[config.mk]
export PLATFORM = sky130hd
export DESIGN_NAME = mipi_rx_raw10_line_ctrl
export DESIGN_NICKNAME = d
export VERILOG_FILES = /design/src/rtl/mipi_rx_raw10_line_ctrl.sv
export SDC_FILE = /design/constraint.sdc
export NUM_CORES = 1
export LEC_CHECK = 0
export ABC_CLOCK_PERIOD_IN_PS = 8400
export CAP_MARGIN = 20
export CORE_MARGIN = 8
export CORE_UTILIZATION = 35
export CTS_CLUSTER_DIAMETER = 60
export DETAILED_ROUTE_END_ITERATION = 8
export GPL_TIMING_DRIVEN = 0
export PLACE_DENSITY_LB_ADDON = 0.15
export SLEW_MARGIN = 20
export SYNTH_ARGS = -nofsm -noshare
export SYNTH_HDL_FRONTEND = slang
export SYNTH_SLANG_ARGS = --single-unit
[constraint.sdc]
create_clock -name clk_i -period 8.4 [get_ports clk_i]
set_clock_uncertainty 0.2 [all_clocks]
set_input_delay 1.68 -clock clk_i [delete_from_list [all_inputs] [get_ports clk_i]]
set_output_delay 1.68 -clock clk_i [all_outputs]
set_load 0.02 [all_outputs]
[src/rtl/mipi_rx_raw10_line_ctrl.sv]
// Frame/line sequencer between the CSI-2 packet decoder and the RAW10 depacker.
// Gates RAW10 payload beats into a contiguous valid window and appends one zero flush beat per line.
module mipi_rx_raw10_line_ctrl #(
    parameter logic [5:0] RAW10_DT = 6'h2B,
    parameter logic [5:0] FS_DT    = 6'h00,
    parameter logic [5:0] FE_DT    = 6'h01
) (
    input  logic        clk_i,
    input  logic        rst_n_i,
    input  logic        pkt_hdr_valid_i,
    input  logic [5:0]  pkt_dt_i,
    input  logic [15:0] pkt_wc_i,
    input  logic        payload_valid_i,
    input  logic [31:0] payload_i,
    output logic        depack_valid_o,
    output logic [31:0] depack_data_o,
    output logic        frame_active_o,
    output logic        line_active_o,
    output logic        frame_start_o,
    output logic        frame_end_o,
    output logic        line_done_o,
    output logic [15:0] line_count_o,
    input  logic        clear_err_i,
    output logic        err_wc_o,
    output logic        err_gap_o,
    output logic        err_trunc_o
);

    localparam int unsigned WC_W       = 16;
    localparam int unsigned DT_W       = 6;
    localparam int unsigned BEAT_BYTES = 4;
    localparam int unsigned PIX_GROUP  = 5;

    typedef enum logic [1:0] {
        ST_IDLE,
        ST_FRAME,
        ST_LINE,
        ST_FLUSH
    } state_t;

    state_t            state_q;
    logic [WC_W-1:0]   bytes_left_q;
    logic              skid_valid_q;
    logic [DT_W-1:0]   skid_dt_q;
    logic [WC_W-1:0]   skid_wc_q;

    logic              hdr_v_c;
    logic [DT_W-1:0]   hdr_dt_c;
    logic [WC_W-1:0]   hdr_wc_c;
    logic              hdr_fs_c;
    logic              hdr_fe_c;
    logic              hdr_line_c;
    logic              hdr_wc_bad_c;

    // A header parked during the flush beat takes precedence over the live port.
    always_comb begin
        hdr_v_c      = skid_valid_q | pkt_hdr_valid_i;
        hdr_dt_c     = skid_valid_q ? skid_dt_q : pkt_dt_i;
        hdr_wc_c     = skid_valid_q ? skid_wc_q : pkt_wc_i;
        hdr_fs_c     = hdr_v_c && (hdr_dt_c == FS_DT);
        hdr_fe_c     = hdr_v_c && (hdr_dt_c == FE_DT);
        hdr_line_c   = hdr_v_c && (hdr_dt_c == RAW10_DT) && (hdr_wc_c != WC_W'(0));
        hdr_wc_bad_c = (hdr_wc_c % WC_W'(PIX_GROUP)) != WC_W'(0);
    end

    always_ff @(posedge clk_i) begin
        if (!rst_n_i) begin
            state_q        <= ST_IDLE;
            bytes_left_q   <= '0;
            skid_valid_q   <= 1'b0;
            skid_dt_q      <= '0;
            skid_wc_q      <= '0;
            depack_valid_o <= 1'b0;
            depack_data_o  <= '0;
            frame_active_o <= 1'b0;
            line_active_o  <= 1'b0;
            frame_start_o  <= 1'b0;
            frame_end_o    <= 1'b0;
            line_done_o    <= 1'b0;
            line_count_o   <= '0;
            err_wc_o       <= 1'b0;
            err_gap_o      <= 1'b0;
            err_trunc_o    <= 1'b0;
        end else begin
            frame_start_o  <= 1'b0;
            frame_end_o    <= 1'b0;
            line_done_o    <= 1'b0;
            depack_valid_o <= 1'b0;
            depack_data_o  <= '0;
            line_active_o  <= 1'b0;
            skid_valid_q   <= 1'b0;
            // Later set assignments in this block override the clear.
            if (clear_err_i) begin
                err_wc_o    <= 1'b0;
                err_gap_o   <= 1'b0;
                err_trunc_o <= 1'b0;
            end

            case (state_q)
                ST_IDLE: begin
                    if (hdr_fs_c) begin
                        state_q        <= ST_FRAME;
                        frame_active_o <= 1'b1;
                        frame_start_o  <= 1'b1;
                        line_count_o   <= '0;
                    end
                end

                ST_FLUSH: begin
                    depack_valid_o <= 1'b1;
                    line_active_o  <= 1'b1;
                    line_done_o    <= 1'b1;
                    line_count_o   <= line_count_o + WC_W'(1);
                    state_q        <= ST_FRAME;
                    if (pkt_hdr_valid_i) begin
                        skid_valid_q <= 1'b1;
                        skid_dt_q    <= pkt_dt_i;
                        skid_wc_q    <= pkt_wc_i;
                    end
                end

                default: begin
                    if (state_q == ST_LINE && !hdr_v_c) begin
                        if (payload_valid_i) begin
                            depack_valid_o <= 1'b1;
                            depack_data_o  <= payload_i;
                            line_active_o  <= 1'b1;
                            bytes_left_q   <= (bytes_left_q > WC_W'(BEAT_BYTES)) ?
                                              bytes_left_q - WC_W'(BEAT_BYTES) : '0;
                            if (bytes_left_q <= WC_W'(BEAT_BYTES)) begin
                                state_q <= ST_FLUSH;
                            end
                        end else begin
                            err_gap_o <= 1'b1;
                            state_q   <= ST_FRAME;
                        end
                    end else if (hdr_v_c) begin
                        // In LINE a header aborts the line and is then handled as in FRAME.
                        if (state_q == ST_LINE) begin
                            err_trunc_o <= 1'b1;
                        end
                        if (hdr_fs_c) begin
                            state_q       <= ST_FRAME;
                            frame_start_o <= 1'b1;
                            line_count_o  <= '0;
                        end else if (hdr_fe_c) begin
                            state_q        <= ST_IDLE;
                            frame_active_o <= 1'b0;
                            frame_end_o    <= 1'b1;
                        end else if (hdr_line_c) begin
                            state_q      <= ST_LINE;
                            bytes_left_q <= hdr_wc_c;
                            if (hdr_wc_bad_c) begin
                                err_wc_o <= 1'b1;
                            end
                        end else begin
                            state_q <= ST_FRAME;
                        end
                    end
                end
            endcase
        end
    end

endmodule

==> impl_summary.txt, run 1 <==
----------------------------------------------------
[Run status]
  Outcome ... complete, no violations

[Detailed routing]
  Total Wirelength ... slightly above 20000 um
  Initial detailed-routing violation count ... 556
  Count of TritonRoute iterations in the first routing pass ... 5
  Post-DR vias/cell ... 5.70
  Residual DRC count ... 0
  DR vias ... between 6000 and 7000
  Routed WL per cell ... 17.7 um
  Routed Antenna Nets ... 0

[Placed design]
  Worst slack at placement ... -0.0619 ns
  Last weighted congestion value of the routability-driven placer ... between 0.9 and 1
  Detailed placement HPWL ... 15600 um
  Number of buffer cells added on primary ports ... approximately 110

[GRT]
  Wire length of the first global-routing pass ... about 33000 um
  Aggregate global routing overflow ... 0
  Maximum number of pins on one net before global-route repair ... 21
  Via count of the first global-routing pass ... between 6000 and 7000
  Initial antenna violation count ... 0
  Overall routing resource usage ... a little under a fifth

[Timing]
  Pins Over Slew Limit ... 0
  Final Setup Violations ... 0
  Worst path setup slack after routing ... approximately 0.46 ns
  Fin Hold WS ... between 0.2 and 0.3 ns
  Relative slew slack ... between 20% and 30%
  Final hold violations ... 0
  Post-route minimum period ... a little under 8 ns
  Timing-limited maximum frequency ... 0.126 GHz
  Slew at the pin closest to its max-slew limit ... ~1.1 ns
  Share of the clock period used by the worst path after layout ... between 90% and 100%

[Synthesis]
  Proportion of register bits with asynchronous set or reset after synthesis ... 0%
  Flip-flop and latch count after synthesis ... 97
  Count of mapped cells out of synthesis ... between 800 and 900
  Fraction of the yosys area taken by sequential cells ... between 30 and 40%
  Yosys warning total ... 0
  Primary FF master, synth ... sky130_fd_sc_hd__dfxtp_1
  Number of enable-type register cells in the synthesized netlist ... 0
  Count of distinct cell types in the synthesized netlist ... 88
  Post-Synthesis Cell Area ... ~0.0063 mm2
  Average size of a mapped cell ... around 8 um2
  Post-synthesis net count ... approximately 880

[Power and ir drop]
  Leakage component of the power ... roughly 2.8 nW
  Power density over the cells ... around 150 mW/mm2
  VDD IR-drop max ... between 100 and 150 uV

[Clocking]
  Root buf cell ... sky130_fd_sc_hd__clkbuf_16
  Hold buffers post-CTS ... 0
  Number of sinks on the clock net ... 97
  Post-CTS clock slew at the launch and capture registers of the worst setup and hold paths ... roughly 0.080 ns
  Num CTS Buffers ... 9
  Max Root-Sink Buffers ... 2
  Clock tree from TritonCTS ... built
  Worst-Skew Late Latency ... between 0.3 and 0.4 ns
  Level count of the clock H-tree ... 3

[Floorplan]
  Floorplan row count ... 49
  Top-level I/O count ... ~120
  Die Width ... between 150 and 200 um
  DIE HEIGHT ... between 150 and 200 um
  Die Area ... 0.0226 mm2
  Placeable Area ... 0.0178 mm2
  Initial Utilization ... 35.4%

[Finish]
  Fraction of layout instances using a drive strength above 1 ... under 10%
  Final layout net count ... roughly 1000
  Diodes inserted ... 0
  Count of fill cells added during filler insertion ... 1841
  Synth-to-layout area growth ... 29.3%

[Worst setup path]
  Crit path DAT ... about 8 ns
  Reg2Reg Setup Slack ... roughly 1.6 ns
  Required time reported for the critical path endpoint ... about 8.5 ns
  Kind of start point of the critical path ... primary input
  CP max FO ... 10
  Capturing element type of the critical path ... flip-flop
  Worst Setup Path Type ... in2reg

[Flow run]
  Count of maximum capacitance violations ... 0

[Min path]
  Type of the worst min-delay path ... reg2reg

----------------------------------------------------
what timing repair did:
action / CTS / global route
gates resized for setup: 0 / 20
setup buffers: 0 / 1
setup endpoints to repair: 0 / 1
metal layers:
layer	wire [um]	track usage (%)	part of all wire, %
met2	9510	28.2	46
met5	0	0	0
met1	9410	24.1	45
met4	562	7.15	2.7
met3	1300	3.85	6.3
power breakdown:
part | switching (mW) | internal (mW) | leakage (nW)
registers | 0.000382 | 0.460 | 0.781
logic | 0.183 | 0.130 | 1.89
clock network | 0.215 | 0.214 | 0.151
total | 0.398 | 0.805 | 2.82
worst max-delay path, stage by stage:
cell and delay (ns):
sky130_fd_sc_hd__clkdlybuf4s50_1 0.50, sky130_fd_sc_hd__mux2_2 0.40, sky130_fd_sc_hd__buf_2 0.22, sky130_fd_sc_hd__nor3_1 0.38, sky130_fd_sc_hd__a221oi_2 0.11, sky130_fd_sc_hd__a21oi_1 0.30, sky130_fd_sc_hd__o311ai_0 0.15, sky130_fd_sc_hd__o211ai_1 0.23
sky130_fd_sc_hd__a41o_1 0.30, sky130_fd_sc_hd__mux2_4 0.35, sky130_fd_sc_hd__a221o_1 0.42, sky130_fd_sc_hd__nor4_1 0.34, sky130_fd_sc_hd__o32ai_2 0.18, sky130_fd_sc_hd__nor3_4 0.31, sky130_fd_sc_hd__nor2_1 0.12, sky130_fd_sc_hd__a211oi_2 0.39
sky130_fd_sc_hd__ha_1 0.28, sky130_fd_sc_hd__inv_1 0.08, sky130_fd_sc_hd__o31a_1 0.30, sky130_fd_sc_hd__and3_1 0.19, sky130_fd_sc_hd__mux2i_1 0.13, sky130_fd_sc_hd__o311a_1 0.37, sky130_fd_sc_hd__a211o_1 0.26
per-stage QoR:
step,TNS (ns),power (mW),cells,util (%),area (um2)
floorplan,0,0.683,812,-,6320
global placement,-0.159,0.771,1155,43.4,7740
detailed placement,-0.0619,0.769,1155,43.4,7740
CTS,0,1.20,1171,45.1,8050
global route,-0.00381,1.26,1172,45.8,8170
finish,0,1.20,1172,45.8,8170
synth_stat cells (5+ instances only):
cell type / instances / area, um2
sky130_fd_sc_hd__nand2_1: 100 / 375
sky130_fd_sc_hd__dfxtp_1: 97 / 1940
sky130_fd_sc_hd__nor2_1: 79 / 297
sky130_fd_sc_hd__a21oi_1: 72 / 360
sky130_fd_sc_hd__o21ai_0: 41 / 205
sky130_fd_sc_hd__and2_1: 33 / 206
sky130_fd_sc_hd__nand3_1: 31 / 155
sky130_fd_sc_hd__nor3_1: 28 / 140
sky130_fd_sc_hd__clkbuf_1: 27 / 101
sky130_fd_sc_hd__mux2i_1: 19 / 190
sky130_fd_sc_hd__inv_1: 16 / 60.1
sky130_fd_sc_hd__a211oi_1: 15 / 113
sky130_fd_sc_hd__nor4_1: 13 / 81.3
sky130_fd_sc_hd__buf_2: 12 / 60.1
sky130_fd_sc_hd__mux2_2: 12 / 135
sky130_fd_sc_hd__a31oi_1: 10 / 62.6
sky130_fd_sc_hd__ha_1: 10 / 125
sky130_fd_sc_hd__nand4_1: 10 / 62.6
sky130_fd_sc_hd__and3_1: 9 / 56.3
sky130_fd_sc_hd__xnor2_1: 9 / 78.8
sky130_fd_sc_hd__a21o_1: 8 / 60.1
sky130_fd_sc_hd__o211ai_1: 8 / 60.1
sky130_fd_sc_hd__or2_2: 6 / 37.5
sky130_fd_sc_hd__a221oi_1: 5 / 43.8
sky130_fd_sc_hd__nand2b_1: 5 / 31.3
sky130_fd_sc_hd__nand3b_1: 5 / 37.5
sky130_fd_sc_hd__nor2b_1: 5 / 31.3
sky130_fd_sc_hd__o22ai_1: 5 / 31.3
sky130_fd_sc_hd__o32ai_1: 5 / 43.8
sky130_fd_sc_hd__or3_1: 5 / 31.3
kinds of logic after synthesis:
family / after synthesis / share of synthesized area (%)
compound gates: 240 / 26.5
xor+xnor: 9 / 1.25
fa+ha+maj: 13 / 2.46
buf+inv: 63 / 4.52
flops: 97 / 30.7
mux: 38 / 6.91
simple gates: 352 / 27.6
registers in the layout, summed over array words and instances, names as in the netlist, 2 cells and up:
register       flops
line_count_o      16
skid_dt_q          6
state_q            2
skid_wc_q         16
bytes_left_q      16
depack_data_o     32
path summary, 6_finish.rpt:
check	startpoint	to	depth (start not counted)
hold reg to reg	frame_active_o	frame_active_o	2
hold / removal	frame_active_o	frame_active_o	2
setup reg to reg	skid_valid_q	err_wc_o	24
setup / recovery	pkt_wc_i[13]	err_wc_o	23
area by class of cell:
cell class                      instances  area, um2  area share [%]
Clock inverter                          7       78.8           0.965
Clock buffer                            9        225            2.76
Inverter                               16       60.1           0.735
Tap cell                              229        287            3.51
Buffer                                 47        228            2.79
Timing Repair Buffer                  115       1150            14.1
Multi-Input combinational cell        652       4200            51.4
Sequential cell                        97       1940            23.8
cell usage in the layout (no fill, tap or decap), types with 4 or more instances in the layout:
cell / synthesis / layout
sky130_fd_sc_hd__nor3b_1: 4 / 4
sky130_fd_sc_hd__buf_2: 12 / 12
sky130_fd_sc_hd__or2_2: 6 / 6
sky130_fd_sc_hd__nand3b_1: 5 / 5
sky130_fd_sc_hd__nor2_1: 79 / 79
sky130_fd_sc_hd__o211a_1: 4 / 4
sky130_fd_sc_hd__a21o_1: 8 / 8
sky130_fd_sc_hd__inv_1: 16 / 16
sky130_fd_sc_hd__a21oi_1: 72 / 71
sky130_fd_sc_hd__inv_8: 0 / 4
sky130_fd_sc_hd__or3_1: 5 / 5
sky130_fd_sc_hd__and3_1: 9 / 9
sky130_fd_sc_hd__mux2_2: 12 / 12
sky130_fd_sc_hd__clkbuf_1: 27 / 25
sky130_fd_sc_hd__xnor2_1: 9 / 9
sky130_fd_sc_hd__a211oi_1: 15 / 13
sky130_fd_sc_hd__nor4_1: 13 / 13
sky130_fd_sc_hd__or4_1: 4 / 4
sky130_fd_sc_hd__nand3_1: 31 / 31
sky130_fd_sc_hd__mux2i_1: 19 / 17
sky130_fd_sc_hd__a211o_1: 4 / 4
sky130_fd_sc_hd__o21a_1: 4 / 4
sky130_fd_sc_hd__ha_1: 10 / 10
sky130_fd_sc_hd__and2_1: 33 / 33
sky130_fd_sc_hd__clkdlybuf4s50_1: 0 / 114
sky130_fd_sc_hd__o21ai_0: 41 / 41
sky130_fd_sc_hd__o22ai_1: 5 / 4
sky130_fd_sc_hd__nor4_4: 0 / 4
sky130_fd_sc_hd__nand2_1: 100 / 100
sky130_fd_sc_hd__dfxtp_1: 97 / 97
sky130_fd_sc_hd__buf_6: 4 / 4
sky130_fd_sc_hd__o221a_2: 4 / 4
sky130_fd_sc_hd__a221oi_1: 5 / 5
sky130_fd_sc_hd__nand2b_1: 5 / 5
sky130_fd_sc_hd__o211ai_1: 8 / 8
sky130_fd_sc_hd__clkbuf_16: 0 / 9
sky130_fd_sc_hd__nand4_1: 10 / 10
sky130_fd_sc_hd__nor3_1: 28 / 28
sky130_fd_sc_hd__a31oi_1: 10 / 10
sky130_fd_sc_hd__nor2b_1: 5 / 5
No activity file was read; power rests on OpenSTA's default activity.
==> run 2: changes to the inputs <==
CORE_UTILIZATION = 53   (was 35)
==> run 2 against run 1 <==
  * Combinational power is essentially flat
  * First-iteration DRC count grew 57%
  * Die area shrank 31%
  * Sequential share of layout area grew 0.52 points
  * Critical endpoint unchanged
  * Largest power group unchanged
==> impl_summary.txt, run 2 (same netlist as run 1, synthesis figures left out) <==
----------------------------------------------------
[Finish]
  Most common cell after layout, fill and taps aside ... sky130_fd_sc_hd__clkdlybuf4s50_1 (unchanged)
  Non-filler instance count after layout ... 1089 (was 1172)
  Diodes inserted ... 0 (unchanged)
  Biggest register ... depack_data_o (unchanged)
  Most frequent cells in the layout ... 114 x sky130_fd_sc_hd__clkdlybuf4s50_1, 100 x sky130_fd_sc_hd__nand2_1, 97 x sky130_fd_sc_hd__dfxtp_1 (unchanged)
  Fraction of layout instances using a drive strength above 1 ... 9.13% (was 9.44%)
  Synth-to-layout area growth ... 26.5% (was 29.3%)
  Final layout net count ... 1006 (was 1007)
  Number of flip-flops under the largest register name ... 32 (unchanged)
  Count of fill cells added during filler insertion ... 957 (was 1841)

[Detailed routing]
  Routed WL per cell ... 18.9 um (was 17.7 um)
  Routed Antenna Nets ... 0 (unchanged)
  DR vias ... 7007 (was 6679)
  Residual DRC count ... 0 (unchanged)
  Total Wirelength ... 20600 um (was 20800 um)
  Post-DR vias/cell ... 6.43 (was 5.70)
  Initial detailed-routing violation count ... 874 (was 556)
  Count of TritonRoute iterations in the first routing pass ... 7 (was 5)

[Placed design]
  Worst slack at placement ... -0.142 ns (was -0.0619 ns)
  Post-Place Cells ... 1073 (was 1155)
  Number of buffer cells added on primary ports ... 114 (unchanged)
  Last weighted congestion value of the routability-driven placer ... 0.899 (was 0.931)
  Detailed placement HPWL ... 15700 um (was 15600 um)

[Worst setup path]
  Delay contributed by the slowest stage of the critical path ... 0.47 ns (was 0.50 ns)
  CP max FO ... 10 (unchanged)
  Crit-path leading delay family ... compound AO/OA/AOI/OAI gates (unchanged)
  Worst Setup Path Type ... in2reg (unchanged)
  Launch point of the worst reg-to-reg path ... skid_valid_q (unchanged)
  Critical path launch point ... pkt_wc_i[15] (was pkt_wc_i[13])
  Capturing element type of the critical path ... flip-flop (unchanged)
  CP bufs+invs ... 5 (was 3)
  Most numerous cell on the critical path ... sky130_fd_sc_hd__buf_2
  Required time reported for the critical path endpoint ... 8.44 ns (was 8.46 ns)
  Worst r2r path cells ... 23 (was 24)
  Max stage delay cell, worst path ... sky130_fd_sc_hd__clkdlybuf4s50_1 (unchanged)
  Stages on the worst setup path ... 25 (was 23)
  Kind of start point of the critical path ... primary input (unchanged)
  Crit path DAT ... 8.10 ns (was 8.00 ns)

[Power and ir drop]
  VDD IR-drop max ... 147 uV (was 100 uV)
  Power density over the cells ... 146 mW/mm2 (was 147 mW/mm2)
  Total design power ... 1.17 mW (was 1.20 mW)
  Leakage component of the power ... 2.80 nW (was 2.82 nW)

[Floorplan]
  Placeable Area ... 0.0118 mm2 (was 0.0178 mm2)
  Initial Utilization ... 53.5% (was 35.4%)
  DIE HEIGHT ... 125 um (was 150 um)
  Top-level I/O count ... 116 (unchanged)
  Floorplan row count ... 40 (was 49)
  Die Area ... 0.0157 mm2 (was 0.0226 mm2)
  Die Width ... 125 um (was 150 um)

[Run status]
  Outcome ... complete, no violations (unchanged)

[Timing]
  Slew at the pin closest to its max-slew limit ... 1.07 ns (was 1.09 ns)
  Timing-limited maximum frequency ... 0.124 GHz (was 0.126 GHz)
  Worst path setup slack after routing ... 0.342 ns (was 0.457 ns)
  Fin Hold WS ... 0.259 ns (was 0.262 ns)
  Final hold violations ... 0 (unchanged)
  Aggregate negative setup slack ... 0 ns (unchanged)
  Pins Over Slew Limit ... 0 (unchanged)
  Share of the clock period used by the worst path after layout ... 95.9% (was 94.6%)
  Relative slew slack ... 28.1% (was 27.0%)
  Final Setup Violations ... 0 (unchanged)
  Setup repair after global routing missed its margin ... false
  Post-route minimum period ... 8.06 ns (was 7.94 ns)

[Clocking]
  Clock tree from TritonCTS ... built (unchanged)
  Hold buffers post-CTS ... 0 (unchanged)
  Num CTS Buffers ... 9 (unchanged)
  Worst-Skew Late Latency ... 0.35 ns (was 0.36 ns)
  Number of sinks on the clock net ... 97 (unchanged)
  Post-CTS clock slew at the launch and capture registers of the worst setup and hold paths ... 0.07 ns (was 0.08 ns)
  Max Root-Sink Buffers ... 2 (unchanged)
  Root buf cell ... sky130_fd_sc_hd__clkbuf_16 (unchanged)
  Level count of the clock H-tree ... 3 (unchanged)

[Min path]
  Min-delay src ... skid_dt_q[2] (was frame_active_o)
  Type of the worst min-delay path ... reg2reg (unchanged)
  Worst hold stages ... 2 (unchanged)

[GRT]
  Wire length of the first global-routing pass ... 32900 um (was 33000 um)
  Initial antenna violation count ... 0 (unchanged)
  Aggregate global routing overflow ... 0 (unchanged)
  Via count of the first global-routing pass ... 6580 (was 6254)
  Overall routing resource usage ... 25.2% (was 18.2%)
  Maximum number of pins on one net before global-route repair ... 19 (was 21)

[Flow run]
  Count of maximum capacitance violations ... 0 (unchanged)

----------------------------------------------------
## run 2: area by class of cell
type | count | area [um2] | area share, %
plain buffers | 47 | 228 | 2.85
multi-input cells | 652 | 4150 | 52.0
flip-flops and latches | 97 | 1940 | 24.3
inverters | 16 | 60.1 | 0.751
clock inverters | 7 | 60.1 | 0.751
well taps | 147 | 184 | 2.30
repair buffers | 114 | 1140 | 14.3
clock buffers | 9 | 225 | 2.82
## run 2: worst min-delay path, delay by kind of cell, from the launching register on
family	cells	cell delay, ns
compound gates	1	0.05
simple gates	1	0.05
flops	1	0.31
## run 2: timing repair
action,in CTS,in global routing
buffers inserted,0,0
hold endpoints to repair,0,0
gates resized for setup,0,14
setup endpoints to repair,0,1
## run 2: report_power, final
part	total [mW]	internal [mW]	leakage, nW	switching [mW]
logic	0.313	0.128	1.88	0.184
registers	0.460	0.460	0.781	0.000373
clock network	0.394	0.206	0.142	0.188
## run 2: path summary, 6_finish.rpt
check / endpoint / slack [ns]
min: skid_dt_q[2] / 0.26
max: err_wc_o / 0.34
max reg2reg: err_wc_o / 1.50
min reg2reg: skid_dt_q[2] / 0.26
## run 2: metal layers
| layer | global-route usage [%] | vias to the layer above | part of all wire [%] | routed length (um) |
|---|---|---|---|---|
| met5 | 0 | - | 0 | 0 |
| li1 | - | 3270 | - | - |
| met2 | 41.3 | 394 | 46 | 9520 |
| met3 | 7.48 | 77 | 9.3 | 1910 |
| met1 | 30.3 | 3266 | 41 | 8480 |
| met4 | 10.0 | 0 | 3.1 | 647 |
## run 2: metrics by stage
step                area (um2)  util [%]
floorplan                 6320         -
global placement          7640      64.7
detailed placement        7640      64.7
CTS                       7930      67.1
global route              7990      67.7
finish                    7990      67.7
